<file path="src/rtl/arc4_encrypt.sv">
// ARC4 encryptor: builds S in an external RAM, then writes a length-prefixed ciphertext
// from a length-prefixed plaintext and flags any non-printable plaintext data byte.
module arc4_encrypt #(
  parameter int KEY_BYTES = 3
) (
  input  logic                   clk,
  input  logic                   rst_n,
  input  logic                   en,
  output logic                   rdy,
  input  logic [8*KEY_BYTES-1:0] key,
  output logic                   bad_pt,
  output logic [7:0]             pt_addr,
  input  logic [7:0]             pt_rddata,
  output logic [7:0]             ct_addr,
  output logic [7:0]             ct_wrdata,
  output logic                   ct_wren,
  output logic [7:0]             s_addr,
  input  logic [7:0]             s_rddata,
  output logic [7:0]             s_wrdata,
  output logic                   s_wren
);

  localparam int KIW = (KEY_BYTES > 1) ? $clog2(KEY_BYTES) : 1;

  typedef enum logic [3:0] {
    IDLE, INIT,
    KSA_RI, KSA_GI, KSA_GJ, KSA_WJ,
    LEN_RD, LEN_GET,
    PRGA_RI, PRGA_GI, PRGA_GJ, PRGA_WJ, PRGA_RP, PRGA_GP,
    DONE
  } state_e;

  state_e                 state_q, state_d;
  logic [7:0]             i_q, i_d, j_q, j_d, k_q, k_d, len_q, len_d;
  logic [7:0]             si_q, si_d, sj_q, sj_d, pt_q, pt_d;
  logic [KIW-1:0]         keyIdx_q, keyIdx_d;
  logic [8*KEY_BYTES-1:0] key_q, key_d;
  logic                   bad_q, bad_d;
  logic [7:0]             keyByte;

  always_ff @(posedge clk or negedge rst_n) begin
    if (!rst_n) begin
      state_q  <= IDLE;
      i_q      <= '0;
      j_q      <= '0;
      k_q      <= '0;
      len_q    <= '0;
      si_q     <= '0;
      sj_q     <= '0;
      pt_q     <= '0;
      keyIdx_q <= '0;
      key_q    <= '0;
      bad_q    <= 1'b0;
    end else begin
      state_q  <= state_d;
      i_q      <= i_d;
      j_q      <= j_d;
      k_q      <= k_d;
      len_q    <= len_d;
      si_q     <= si_d;
      sj_q     <= sj_d;
      pt_q     <= pt_d;
      keyIdx_q <= keyIdx_d;
      key_q    <= key_d;
      bad_q    <= bad_d;
    end
  end

  // Key byte 0 sits in the most significant byte of the key word.
  always_comb begin
    keyByte = 8'h00;
    for (int n = 0; n < KEY_BYTES; n++) begin
      if (keyIdx_q == KIW'(n)) keyByte = key_q[8*KEY_BYTES-1-8*n -: 8];
    end
  end

  always_comb begin
    state_d   = state_q;
    i_d       = i_q;
    j_d       = j_q;
    k_d       = k_q;
    len_d     = len_q;
    si_d      = si_q;
    sj_d      = sj_q;
    pt_d      = pt_q;
    keyIdx_d  = keyIdx_q;
    key_d     = key_q;
    bad_d     = bad_q;
    rdy       = 1'b0;
    pt_addr   = 8'h00;
    ct_addr   = 8'h00;
    ct_wrdata = 8'h00;
    ct_wren   = 1'b0;
    s_addr    = 8'h00;
    s_wrdata  = 8'h00;
    s_wren    = 1'b0;

    case (state_q)
      IDLE, DONE: begin
        rdy = 1'b1;
        if (en) begin
          key_d    = key;
          bad_d    = 1'b0;
          i_d      = 8'h00;
          j_d      = 8'h00;
          k_d      = 8'h00;
          keyIdx_d = '0;
          state_d  = INIT;
        end else if (state_q == DONE) begin
          state_d = IDLE;
        end
      end

      INIT: begin
        s_addr   = i_q;
        s_wrdata = i_q;
        s_wren   = 1'b1;
        i_d      = i_q + 8'd1;
        if (i_q == 8'hFF) state_d = KSA_RI;
      end

      KSA_RI: begin
        s_addr  = i_q;
        state_d = KSA_GI;
      end

      KSA_GI: begin
        si_d    = s_rddata;
        j_d     = j_q + s_rddata + keyByte;
        s_addr  = j_d;
        state_d = KSA_GJ;
      end

      KSA_GJ: begin
        s_addr   = i_q;
        s_wrdata = s_rddata;
        s_wren   = 1'b1;
        state_d  = KSA_WJ;
      end

      KSA_WJ: begin
        s_addr   = j_q;
        s_wrdata = si_q;
        s_wren   = 1'b1;
        i_d      = i_q + 8'd1;
        keyIdx_d = (keyIdx_q == KIW'(KEY_BYTES - 1)) ? '0 : keyIdx_q + 1'b1;
        state_d  = (i_q == 8'hFF) ? LEN_RD : KSA_RI;
      end

      LEN_RD: begin
        pt_addr = 8'h00;
        state_d = LEN_GET;
      end

      // The length byte is copied through in clear so the decryptor knows how much to read.
      LEN_GET: begin
        len_d     = pt_rddata;
        ct_addr   = 8'h00;
        ct_wrdata = pt_rddata;
        ct_wren   = 1'b1;
        i_d       = 8'h00;
        j_d       = 8'h00;
        k_d       = 8'd1;
        state_d   = (pt_rddata <= 8'd1) ? DONE : PRGA_RI;
      end

      PRGA_RI: begin
        i_d     = i_q + 8'd1;
        s_addr  = i_d;
        pt_addr = k_q;
        state_d = PRGA_GI;
      end

      PRGA_GI: begin
        si_d    = s_rddata;
        pt_d    = pt_rddata;
        j_d     = j_q + s_rddata;
        s_addr  = j_d;
        state_d = PRGA_GJ;
      end

      PRGA_GJ: begin
        sj_d     = s_rddata;
        s_addr   = i_q;
        s_wrdata = s_rddata;
        s_wren   = 1'b1;
        state_d  = PRGA_WJ;
      end

      PRGA_WJ: begin
        s_addr   = j_q;
        s_wrdata = si_q;
        s_wren   = 1'b1;
        state_d  = PRGA_RP;
      end

      // After the swap S[i]+S[j] is still si+sj, so the pad index needs no re-read.
      PRGA_RP: begin
        s_addr  = si_q + sj_q;
        state_d = PRGA_GP;
      end

      PRGA_GP: begin
        ct_addr   = k_q;
        ct_wrdata = s_rddata ^ pt_q;
        ct_wren   = 1'b1;
        if (pt_q < 8'h20 || pt_q > 8'h7E) bad_d = 1'b1;
        k_d       = k_q + 8'd1;
        state_d   = (k_q == len_q - 8'd1) ? DONE : PRGA_RI;
      end

      default: state_d = IDLE;
    endcase
  end

  assign bad_pt = bad_q;

endmodule

</file>
<file path="config.mk">
export PLATFORM = sky130hd
export DESIGN_NAME = arc4_encrypt
export DESIGN_NICKNAME = d
export VERILOG_FILES = /design/src/rtl/arc4_encrypt.sv
export SDC_FILE = /design/constraint.sdc
export NUM_CORES = 1
export LEC_CHECK = 0
export ABC_AREA = 1
export CAP_MARGIN = 10
export CORE_ASPECT_RATIO = 2
export CORE_MARGIN = 2
export CORE_UTILIZATION = 50
export DETAILED_ROUTE_END_ITERATION = 10
export GPL_TIMING_DRIVEN = 0
export PLACE_DENSITY = 0.75
export SLEW_MARGIN = 20
export SYNTH_ARGS = -nofsm -noshare
export SYNTH_HDL_FRONTEND = slang
export SYNTH_SLANG_ARGS = --single-unit
</file>
<file path="constraint.sdc">
create_clock -name clk -period 7.2 [get_ports clk]
set_clock_uncertainty 0.05 [all_clocks]
set_input_delay 1.8 -clock clk [delete_from_list [all_inputs] [get_ports clk]]
set_output_delay 1.8 -clock clk [all_outputs]
set_load 0.01 [all_outputs]
</file>
==> metrics list <==
- The run finished with clean final reports.
* CTS tree: done
- Relative to the synthesized area, the layout overhead comes to 24.88%.
- Final cell utilization of the core: 63.31%
* Share of final-layout standard cells stronger than drive strength 1: 6.862%
- The share of the Yosys chip area taken by registers is 38.28%.
- Of the total power, the clock network draws 15.5%.
- Final number of max-transition violations: 0
- The analysis attributes to net switching a power of 1.565 mW.
- Effective utilization at floorplan: 50.70%
* Number of buffers and inverters on the critical path: 4
- From bottom edge to top edge, the die measures 154.8 um.
* Fraction of registers with async set/reset: 100.0%
* DIE WIDTH: 79.41 um
- Row generation in the floorplan step produced 55 rows.
* Synthesized area per cell: 7.244 um2
- Register bit total from synthesis: 87
- Overflow left after global routing: 0
- Number of buffer cells added on primary ports: 86
- The worst-case IR drop observed on VDD is 0.2855 mV.
* Ant diodes: 0
- The detailed router placed 5,730 vias in this run.
- Number of nets still failing antenna checks after routing: 0
- After synthesis the cells add up to 5687 um2.
- First-pass GRT wire length: 28,710 um
* Number of violations reported at the end of detailed-routing iteration 0: 405
- The kind of cell with the highest combined delay along the critical path is buffers and inverters.
- The first TritonRoute pass finished after 7 iterations.
- The analysis attributes to cell leakage a power of 3.526 nW.
- Number of antenna violations at the first check in global routing: 0
* Number of DRC violations after detailed routing: 0
- Syn. warnings: 0
- Largest driver fanout on the critical path: 4
- Synthesis produced 785 cells.
- Clock-pin slew on the worst setup and hold paths: 0.06 ns
* Int Pwr: 1.725 mW
- Combinational Power Share: 57.7%
* Final setup violating endpoints: 0
* Arrival time at the worst endpoint: 5.08 ns
- Prior to clock tree synthesis, the placed netlist has a worst setup slack of -0.1478 ns.
- Walking the worst path, the cells encountered are clkdlybuf4s50_1 > ha_1 > nand2_1 > nand2_1 > nand2_1 > nand2_1 > nand2_1 > and2_1 > ha_1 > a21oi_2 > o21ai_0 > a31oi_1 > buf_4 > inv_1 > nand2_1 > nand3_1 > nand3_1 > clkdlybuf4s50_1.
- All-Layer GR Usage: 30.55%
- Max-cap violations: 0
* Nature of the critical path startpoint: input port
- Setup repair after global routing left no endpoint under its margin.
- The clock passes through at most 2 buffers.
- Htree depth: 3
* Remaining max-slew budget at the tightest pin: 60.09%
* Cell repeated most along the worst path: nand2_1
- The net count of the finished layout is 954.
- Overall power consumption: 3.290 mW
- Routability-driven placement finished with a final weighted congestion of 0.9493.
- Achievable frequency: 0.1444 GHz
- The die covers 12,290 um2.
- The critical path in this run is classified as in -> out.
* Area of the core: 11,220 um2
- Final critical delay including setup and external delays: 6.927 ns
- Registers are responsible for 26.8% of the overall power.
* Most instantiated flip-flop cell in the synthesis netlist: dfrtp_1
- The tree built by TritonCTS fans out to 87 sinks.
- Counting flops with a built-in enable in the synthesized netlist gives 0.
- Of the total power, the share spent switching nets is 47.55%.
- Entering global routing, the biggest net connects 45 pins.
* Number of endpoints with negative hold slack in the final report: 0
- Final Cycle Share: 96.20%
- Buffers inserted during clock tree synthesis total 9.
- Top-level I/O count: 87
- CTS Root Cell: clkbuf_16
- Using the TritonRoute via totals, the vias-per-cell ratio works out to 5.558.
- Post-DP HPWL: 14,020 um
* Post-CTS Hold Buffers: 0
* Total power density per cell area: 463.3 nW/um2
- On the worst path, the slowest cell contributes a delay of 0.63 ns.
- Synthesis instantiated 40 different standard cells from the library.
- In this run the worst hold path is classified as reg -> reg.
- Among all stages on the critical path, the largest delay is contributed by clkdlybuf4s50_1.
* Total detailed-routing wirelength: 17,820 um
- Post-detailed-route wirelength per cell: 17.28 um
* Post-Syn Nets: 855
- STA classifies the critical path endpoint as an output port.
- Worst path required time: 5.35 ns
* Actual slew at the worst max-slew pin: 0.5986 ns
* Worst-skew pair later-pin latency: 0.35 ns
* Setup slack of the critical path after layout: 0.2734 ns
* Via count of the first global-routing pass: 5,823
## flip-flops by register name (all words and copies together), names as in the netlist
name / flops
bad_pt: 1
i_q: 8
j_q: 8
k_q: 8
keyIdx_q: 2
key_q: 24
len_q: 8
pt_q: 8
si_q: 8
sj_q: 8
state_q: 4
## worst register-to-register path: cells and delay by family (launching register included)
family                   cells  cell delay, ns
buffers and inverters        1            0.15
AND/OR/NAND/NOR             10            0.89
flip-flops                   1            0.40
adder cells (fa/ha/maj)      3            0.91
AO/OA/AOI/OAI                3            0.42
## power groups by stage
stage	combinational (mW)	clock [mW]	sequential (mW)
finish	1.90	0.510	0.883
global placement	1.77	0	0.875
CTS	1.87	0.513	0.876
global route	2.12	0.532	0.905
floorplan	1.26	0	0.825
detailed placement	1.83	0	0.882
## layout by cell type (no fill, tap or decap), types with 2 or more instances in the layout
| master | count |
|---|---|
| nand2_1 | 256 |
| inv_1 | 96 |
| dfrtp_1 | 87 |
| clkdlybuf4s50_1 | 81 |
| nor2_1 | 52 |
| o21ai_0 | 52 |
| nand3_1 | 48 |
| a21oi_1 | 34 |
| ha_1 | 22 |
| xor2_1 | 18 |
| xnor2_1 | 13 |
| o22ai_1 | 10 |
| o211ai_1 | 9 |
| clkbuf_16 | 9 |
| inv_2 | 7 |
| clkbuf_1 | 7 |
| nand4_1 | 6 |
| nor2_2 | 6 |
| nor2_4 | 6 |
| nand2_2 | 5 |
| nor3_1 | 5 |
| buf_2 | 5 |
| o21ai_1 | 4 |
| nand2_4 | 4 |
| o31ai_1 | 3 |
| a22oi_1 | 3 |
| buf_4 | 3 |
| fa_1 | 3 |
| dlymetal6s2s_1 | 3 |
| a31o_2 | 2 |
| nor4_1 | 2 |
| o21ai_2 | 2 |
| o2111ai_1 | 2 |
| o221ai_1 | 2 |
| a31oi_1 | 2 |
| a32oi_1 | 2 |
| bufinv_16 | 2 |
| clkinv_4 | 2 |
## layout make-up
cell class	instances	area, um2
Buffer	12	55.05
Inverter	103	386.6
Clock buffer	10	229.0
Fill cell	972	4115
Multi-Input combinational cell	583	3087
Clock inverter	6	93.84
Tap cell	142	177.7
Sequential cell	87	2177
Timing Repair Buffer	88	895.9
## Yosys cell counts (2+ instances only)
master,number,area (um2)
inv_2,7,26.28
nand2_2,5,31.28
a22oi_1,3,22.52
o211ai_1,9,67.56
nor2_1,52,195.2
dfrtp_1,87,2177
xor2_1,18,157.7
o21ai_0,52,260.3
buf_2,5,25.02
o22ai_1,10,62.56
ha_1,24,300.3
o21ai_2,2,17.52
nand3_1,48,240.2
o221ai_1,2,17.52
clkbuf_1,6,22.52
nor3_1,5,25.02
nor4_1,2,12.51
a21oi_1,35,175.2
a31oi_1,2,12.51
inv_1,96,360.4
nand2_1,256,960.9
o2111ai_1,2,17.52
fa_1,3,60.06
xnor2_1,13,113.9
nand4_1,6,37.54
nor2_4,6,67.56
a31o_2,2,17.52
o21ai_1,4,20.02
a32oi_1,2,17.52
nand2_4,4,45.04
o31ai_1,3,22.52
nor2_2,6,37.54
## stage by stage
stage | cell area [um2] | instances | hold WS, ns | setup TNS (ns)
after global placement | 6725 | 1013 | 0.4157 | -0.1221
after global routing | 7102 | 1031 | 0.4570 | 0
after detailed placement | 6750 | 1014 | 0.4200 | -0.1478
after floorplan | 5687 | 785 | 0.3991 | 0
final | 7102 | 1031 | 0.4334 | 0
after CTS | 7079 | 1031 | 0.4374 | 0
## cells by family after synthesis
| group | after synthesis | synth area share, % |
|---|---|---|
| AO/OA/AOI/OAI | 133 | 13.55 |
| XOR/XNOR | 31 | 4.774 |
| adder cells (fa/ha/maj) | 27 | 6.337 |
| buffers and inverters | 115 | 7.767 |
| flip-flops | 87 | 38.28 |
| AND/OR/NAND/NOR | 392 | 29.28 |
## path summary, 6_finish.rpt
kind / from / endpoint / slack, ns / depth (start not counted)
min in group asynchronous: rst_n / key_q[17] / 1.41 / 1
max in group asynchronous: rst_n / j_q[6] / 5.03 / 2
hold / removal: key_q[10] / key_q[10] / 0.43 / 2
hold reg to reg: key_q[10] / key_q[10] / 0.43 / 2
setup / recovery: s_rddata[4] / s_addr[7] / 0.27 / 18
setup reg to reg: j_q[0] / j_q[7] / 4.26 / 17
## per-layer routing
layer  GRT usage, %  vias up  share of wire (%)
met1          31.67     2701                 35
met5              0        -                  0
met3          4.259       60                3.9
met2          56.82      230                 55
met4          17.41        0                6.0
li1               -     2739                  -
## timing repair
action / in CTS / in global routing
endpoints found under the setup margin: 1 / 1
buffers inserted: 1 / 0
gates resized for setup: 1 / 8
endpoints found under the hold margin: 0 / 0
pin swaps: 0 / 0
No activity file was read; power rests on OpenSTA's default activity.
